## src/rtl/serial_subtractor.sv

```systemverilog
// Digit-serial subtractor: d = a - b - bin, DIGIT bits per clock, LSB slice first.
// Define SERIAL_SUB_OVF_EN to enable the registered signed-overflow flag (ovf is 0 otherwise).
module serial_subtractor #(
    parameter int WIDTH = 8,
    parameter int DIGIT = 1
) (
    input  logic             clk,
    input  logic             rst,
    input  logic             start,
    input  logic [WIDTH-1:0] a,
    input  logic [WIDTH-1:0] b,
    input  logic             bin,
    output logic             busy,
    output logic             done,
    output logic [WIDTH-1:0] d,
    output logic             bout,
    output logic             ovf
);

    localparam int N  = WIDTH / DIGIT;
    localparam int CW = (N > 1) ? $clog2(N) : 1;

    typedef enum logic {
        IDLE,
        RUN
    } state_t;

    state_t           state_q, state_d;
    logic [CW-1:0]    cnt_q, cnt_d;
    logic [WIDTH-1:0] a_sh_q, a_sh_d;
    logic [WIDTH-1:0] b_sh_q, b_sh_d;
    logic [WIDTH-1:0] res_q, res_d;
    logic             br_q, br_d;
    logic             done_q, done_d;
    logic [WIDTH-1:0] d_q, d_d;
    logic             bout_q, bout_d;

    logic [DIGIT-1:0] slice;
    logic             slice_br;
    logic [WIDTH-1:0] res_next;

`ifdef SERIAL_SUB_OVF_EN
    logic sa_q, sa_d;
    logic sb_q, sb_d;
    logic ovf_q, ovf_d;
`endif

    // Ripple borrow across one DIGIT-bit slice, seeded from the borrow flop.
    always_comb begin
        slice    = '0;
        slice_br = br_q;
        for (int i = 0; i < DIGIT; i++) begin
            slice[i] = a_sh_q[i] ^ b_sh_q[i] ^ slice_br;
            slice_br = (~a_sh_q[i] & b_sh_q[i]) | (~a_sh_q[i] & slice_br) | (b_sh_q[i] & slice_br);
        end
    end

    assign res_next = (res_q >> DIGIT) | (WIDTH'(slice) << (WIDTH - DIGIT));

    always_comb begin
        state_d = state_q;
        cnt_d   = cnt_q;
        a_sh_d  = a_sh_q;
        b_sh_d  = b_sh_q;
        res_d   = res_q;
        br_d    = br_q;
        done_d  = 1'b0;
        d_d     = d_q;
        bout_d  = bout_q;
`ifdef SERIAL_SUB_OVF_EN
        sa_d    = sa_q;
        sb_d    = sb_q;
        ovf_d   = ovf_q;
`endif
        unique case (state_q)
            IDLE: begin
                if (start) begin
                    a_sh_d  = a;
                    b_sh_d  = b;
                    br_d    = bin;
                    cnt_d   = '0;
                    state_d = RUN;
`ifdef SERIAL_SUB_OVF_EN
                    sa_d    = a[WIDTH-1];
                    sb_d    = b[WIDTH-1];
`endif
                end
            end
            RUN: begin
                a_sh_d = a_sh_q >> DIGIT;
                b_sh_d = b_sh_q >> DIGIT;
                res_d  = res_next;
                br_d   = slice_br;
                cnt_d  = cnt_q + CW'(1);
                if (cnt_q == CW'(N - 1)) begin
                    d_d     = res_next;
                    bout_d  = slice_br;
                    done_d  = 1'b1;
                    cnt_d   = '0;
                    state_d = IDLE;
`ifdef SERIAL_SUB_OVF_EN
                    // Differing operand signs overflow when the result sign departs from a's.
                    ovf_d   = (sa_q != sb_q) && (res_next[WIDTH-1] != sa_q);
`endif
                end
            end
            default: state_d = IDLE;
        endcase
    end

    always_ff @(posedge clk or posedge rst) begin
        if (rst) begin
            state_q <= IDLE;
            cnt_q   <= '0;
            a_sh_q  <= '0;
            b_sh_q  <= '0;
            res_q   <= '0;
            br_q    <= 1'b0;
            done_q  <= 1'b0;
            d_q     <= '0;
            bout_q  <= 1'b0;
`ifdef SERIAL_SUB_OVF_EN
            sa_q    <= 1'b0;
            sb_q    <= 1'b0;
            ovf_q   <= 1'b0;
`endif
        end else begin
            state_q <= state_d;
            cnt_q   <= cnt_d;
            a_sh_q  <= a_sh_d;
            b_sh_q  <= b_sh_d;
            res_q   <= res_d;
            br_q    <= br_d;
            done_q  <= done_d;
            d_q     <= d_d;
            bout_q  <= bout_d;
`ifdef SERIAL_SUB_OVF_EN
            sa_q    <= sa_d;
            sb_q    <= sb_d;
            ovf_q   <= ovf_d;
`endif
        end
    end

    assign busy = (state_q == RUN);
    assign done = done_q;
    assign d    = d_q;
    assign bout = bout_q;
`ifdef SERIAL_SUB_OVF_EN
    assign ovf  = ovf_q;
`else
    assign ovf  = 1'b0;
`endif

endmodule

```

## config.mk

```make
export PLATFORM = sky130hd
export DESIGN_NAME = serial_subtractor
export DESIGN_NICKNAME = d
export VERILOG_FILES = /design/src/rtl/serial_subtractor.sv
export SDC_FILE = /design/constraint.sdc
export NUM_CORES = 1
export LEC_CHECK = 0
export CAP_MARGIN = 25
export CORE_MARGIN = 1
export CORE_UTILIZATION = 55
export CTS_BUF_LIST = sky130_fd_sc_hd__clkbuf_4 sky130_fd_sc_hd__clkbuf_8
export DETAILED_ROUTE_END_ITERATION = 12
export PLACE_DENSITY = 0.91
export RECOVER_POWER = 25
export SYNTH_ARGS = -nofsm -noshare
export SYNTH_HDL_FRONTEND = slang
export SYNTH_SLANG_ARGS = --single-unit
```

## constraint.sdc

```tcl
create_clock -name clk -period 4.2 [get_ports clk]
set_input_delay 1.05 -clock clk [delete_from_list [all_inputs] [get_ports clk]]
set_output_delay 1.05 -clock clk [all_outputs]
set_load 0.02 [all_outputs]
```

==> impl_metrics.tcl <==
set metrics [dict create \
    drive_above_1_share_pct 13.50 \
    detail_route.drc_violations 0 \
    dp_cells 186 \
    critical_path.n_buffers_inverters 1 \
    clock_latency_ps 340 \
    cts.root.buffer_cell "sky130_fd_sc_hd__clkbuf_4" \
    area.growth.synth_to_final_pct 22.33 \
    wl_met2_um 1471 \
    detail-route-antenna-nets 0 \
    worstPathArrival_ps 3160 \
    worst_setup_hold_path_clk_slew_ps 100 \
    detailroute.wirelength.met3_um 147 \
    antenna_violations_before_repair 0 \
    area_enclosed_by_the_die_boundary_um2 3176 \
    synth_cell_type_count 22 \
    io_buffer_count 30 \
    crit_type "flop to flop" \
    m1WireLength_um 1197 \
    cpMaxStageDelayCell "sky130_fd_sc_hd__clkbuf_1" \
    top_layer "met4" \
    failed_checks "capacitance limit, slew limit" \
    count_of_warnings_emitted_by_yosys 0 \
    ir_drop_mv 0.5191 \
    finalSetupTns_ps 0 \
    timing.critical_path.cells "clkbuf_1, nand2_1, mux2_2" \
    timing.reg2reg.setup_slack_ps 1260 \
    layout.cells.most_common_list "sky130_fd_sc_hd__dfrtp_1, sky130_fd_sc_hd__clkdlybuf4s50_1, sky130_fd_sc_hd__mux2i_1" \
    number_of_flip_flops_and_latches_in_the_synthesized_netlist 38 \
    final.period_utilization_pct 69.93 \
    max-cap-violations 2 \
    cts.path.max_buffers 2 \
    synth_nets 154 \
    cts_made_buffers 5 \
    worst_slew_pin_slew_ps 1938 \
    cts_sinks 38 \
    grt_first_pass_wirelength_um 5099 \
    number_of_setup_violations_in_the_final_report 0 \
    post_cts_buffers 0 \
    wl_per_cell_um 14.93 \
    dieHeight_um 56.36 \
    detailed_route_vias_per_instance 5.469 \
    gpl.final_weighted_congestion 0.7055 \
    tritoncts "yes" \
    postSynthCellCount 131 \
    dr.first_iter.drc_count 33 \
    finalPower_mw 1.374 \
    first_global_vias 1107 \
    num-fill-cells 186 \
    power_density_nw_per_um2 690.9 \
    holdCritPathClass "flop to flop" \
    cp-start-kind "flop" \
    core_area_um2 2781 \
    timing_hold_violations_final 0 \
    cts_hold_repair.buffers 0 \
    h_tree_lvl_count 2 \
    initial_utilization_pct 58.43 \
    cp-end-kind "flop" \
    globalRouteOverflowTotal 0 \
    antenna_cells_inserted 0 \
    crit_path_max_fanout 50 \
    cpPeakStageDelay_ps 1340 \
    die_w_um 56.36 \
    rows 19 \
    max_clock_freq_mhz 340.5 \
    drv_slew 90 \
    drt-total-wl_um 2896 \
    num_vias 1061 \
    finish.cell_count_without_fillers 194 \
    final.min_clock_period_ps 2937 \
    io_pins 32 \
    syn_area_per_cell_um2 12.41 \
    ys_seq_area_share_pct 58.51 \
    finClkSkew_ps 5.794 \
    crit_family "buffers and inverters" \
    pin_count_of_the_biggest_net_entering_global_routing 51 \
    syn_area_um2 1625 \
    globalRouteTotalUtil_pct 22.06 \
    drt-pass1-iter-count 5 \
    power.leakage_nw 0.9261 \
    setup_repair_after_global_routing_missed_its_margin "no" \
    maxSlewHeadroom_pct -29.21 \
    post_cts.resized_instances 0 \
    dp_hpwl_um 1947 \
    most_common_cell_after_layout_fill_and_taps_aside "sky130_fd_sc_hd__dfrtp_1" \
    status "finished with violations" \
    worstPathRequired_ps 4430 \
    finish.net_count 186 \
]
[synth_stat cells, drive strengths merged]
master / count / area share (%)
nor2: 5 / 1.2
o21ai: 16 / 4.9
nand2: 17 / 4.1
a21o: 1 / 0.46
nand2b: 1 / 0.39
mux2i: 18 / 11
clkbuf: 1 / 0.23
nor3b: 1 / 0.46
conb: 1 / 0.23
mux2: 14 / 9.7
a22o: 1 / 0.54
fa: 1 / 1.2
ha: 2 / 1.5
buf: 7 / 3.5
dfrtp: 38 / 59
a21oi: 2 / 0.62
a31oi: 1 / 0.39
inv: 4 / 0.92
[cell type report]
type / instances / area [µm²] / share of cell area (%)
repair buffers: 33 / 335.3 / 16.87
flip-flops and latches: 38 / 950.9 / 47.83
multi-input cells: 81 / 595.6 / 29.96
inverters: 4 / 15.01 / 0.7552
clock buffers: 7 / 52.55 / 2.643
well taps: 31 / 38.79 / 1.951
[stage by stage]
step                area (µm²)  util, %  hold slack (ps)  setup WS (ps)
floorplan                 1625        -            452.3           2289
global placement          1918    68.96            457.5           1454
detailed placement        1918    68.96            475.0           1362
CTS                       1971    70.85            498.5           1720
global route              1988    71.48            517.7          887.3
finish                    1988    71.48            493.6           1263
[worst min-delay path, stage by stage, from the launching register on]
cell and delay (ps):
sky130_fd_sc_hd__dfrtp_1 350, sky130_fd_sc_hd__nand2_1 50, sky130_fd_sc_hd__o21ai_0 60
[cell families (layout without fill, tap and decap cells)]
family	Yosys count	count (layout)	synth area share, %
AO/OA/AOI/OAI	21	21	6.929
flip-flops	38	38	58.51
buffers and inverters	12	44	4.695
adder cells (fa/ha/maj)	3	3	2.771
AND/OR/NAND/NOR	24	24	6.083
other	1	1	0.2307
multiplexers	32	32	20.78
[path summary, 6_finish.rpt]
path,start,to,cells after the start
setup reg to reg,busy,d[0],3
hold / removal,b_sh_q[2],b_sh_q[1],2
max in group asynchronous,rst,d[4],3
hold reg to reg,b_sh_q[2],b_sh_q[1],2
setup / recovery,busy,d[0],3
min in group asynchronous,rst,a_sh_q[0],3
[registers in the layout, summed over array words and instances (netlist names)]
signal  flops
bout        1
b_sh_q      8
br_q        1
busy        1
cnt_q       3
done        1
d           8
a_sh_q      8
res_q       7
[where the power goes]
group | internal, mW | switching [mW] | leakage [nW]
logic | 0.290 | 0.278 | 0.421
clock network | 0.0760 | 0.108 | 0.0322
registers | 0.530 | 0.0925 | 0.473
[routing by layer]
metal  vias to the layer above  global-route usage, %
met4                         0                  11.15
met1                       520                  26.44
met2                        30                  34.86
li1                        504                      -
met5                         -                      0
met3                         7                  8.295
Power figures use the tool's default switching activity.
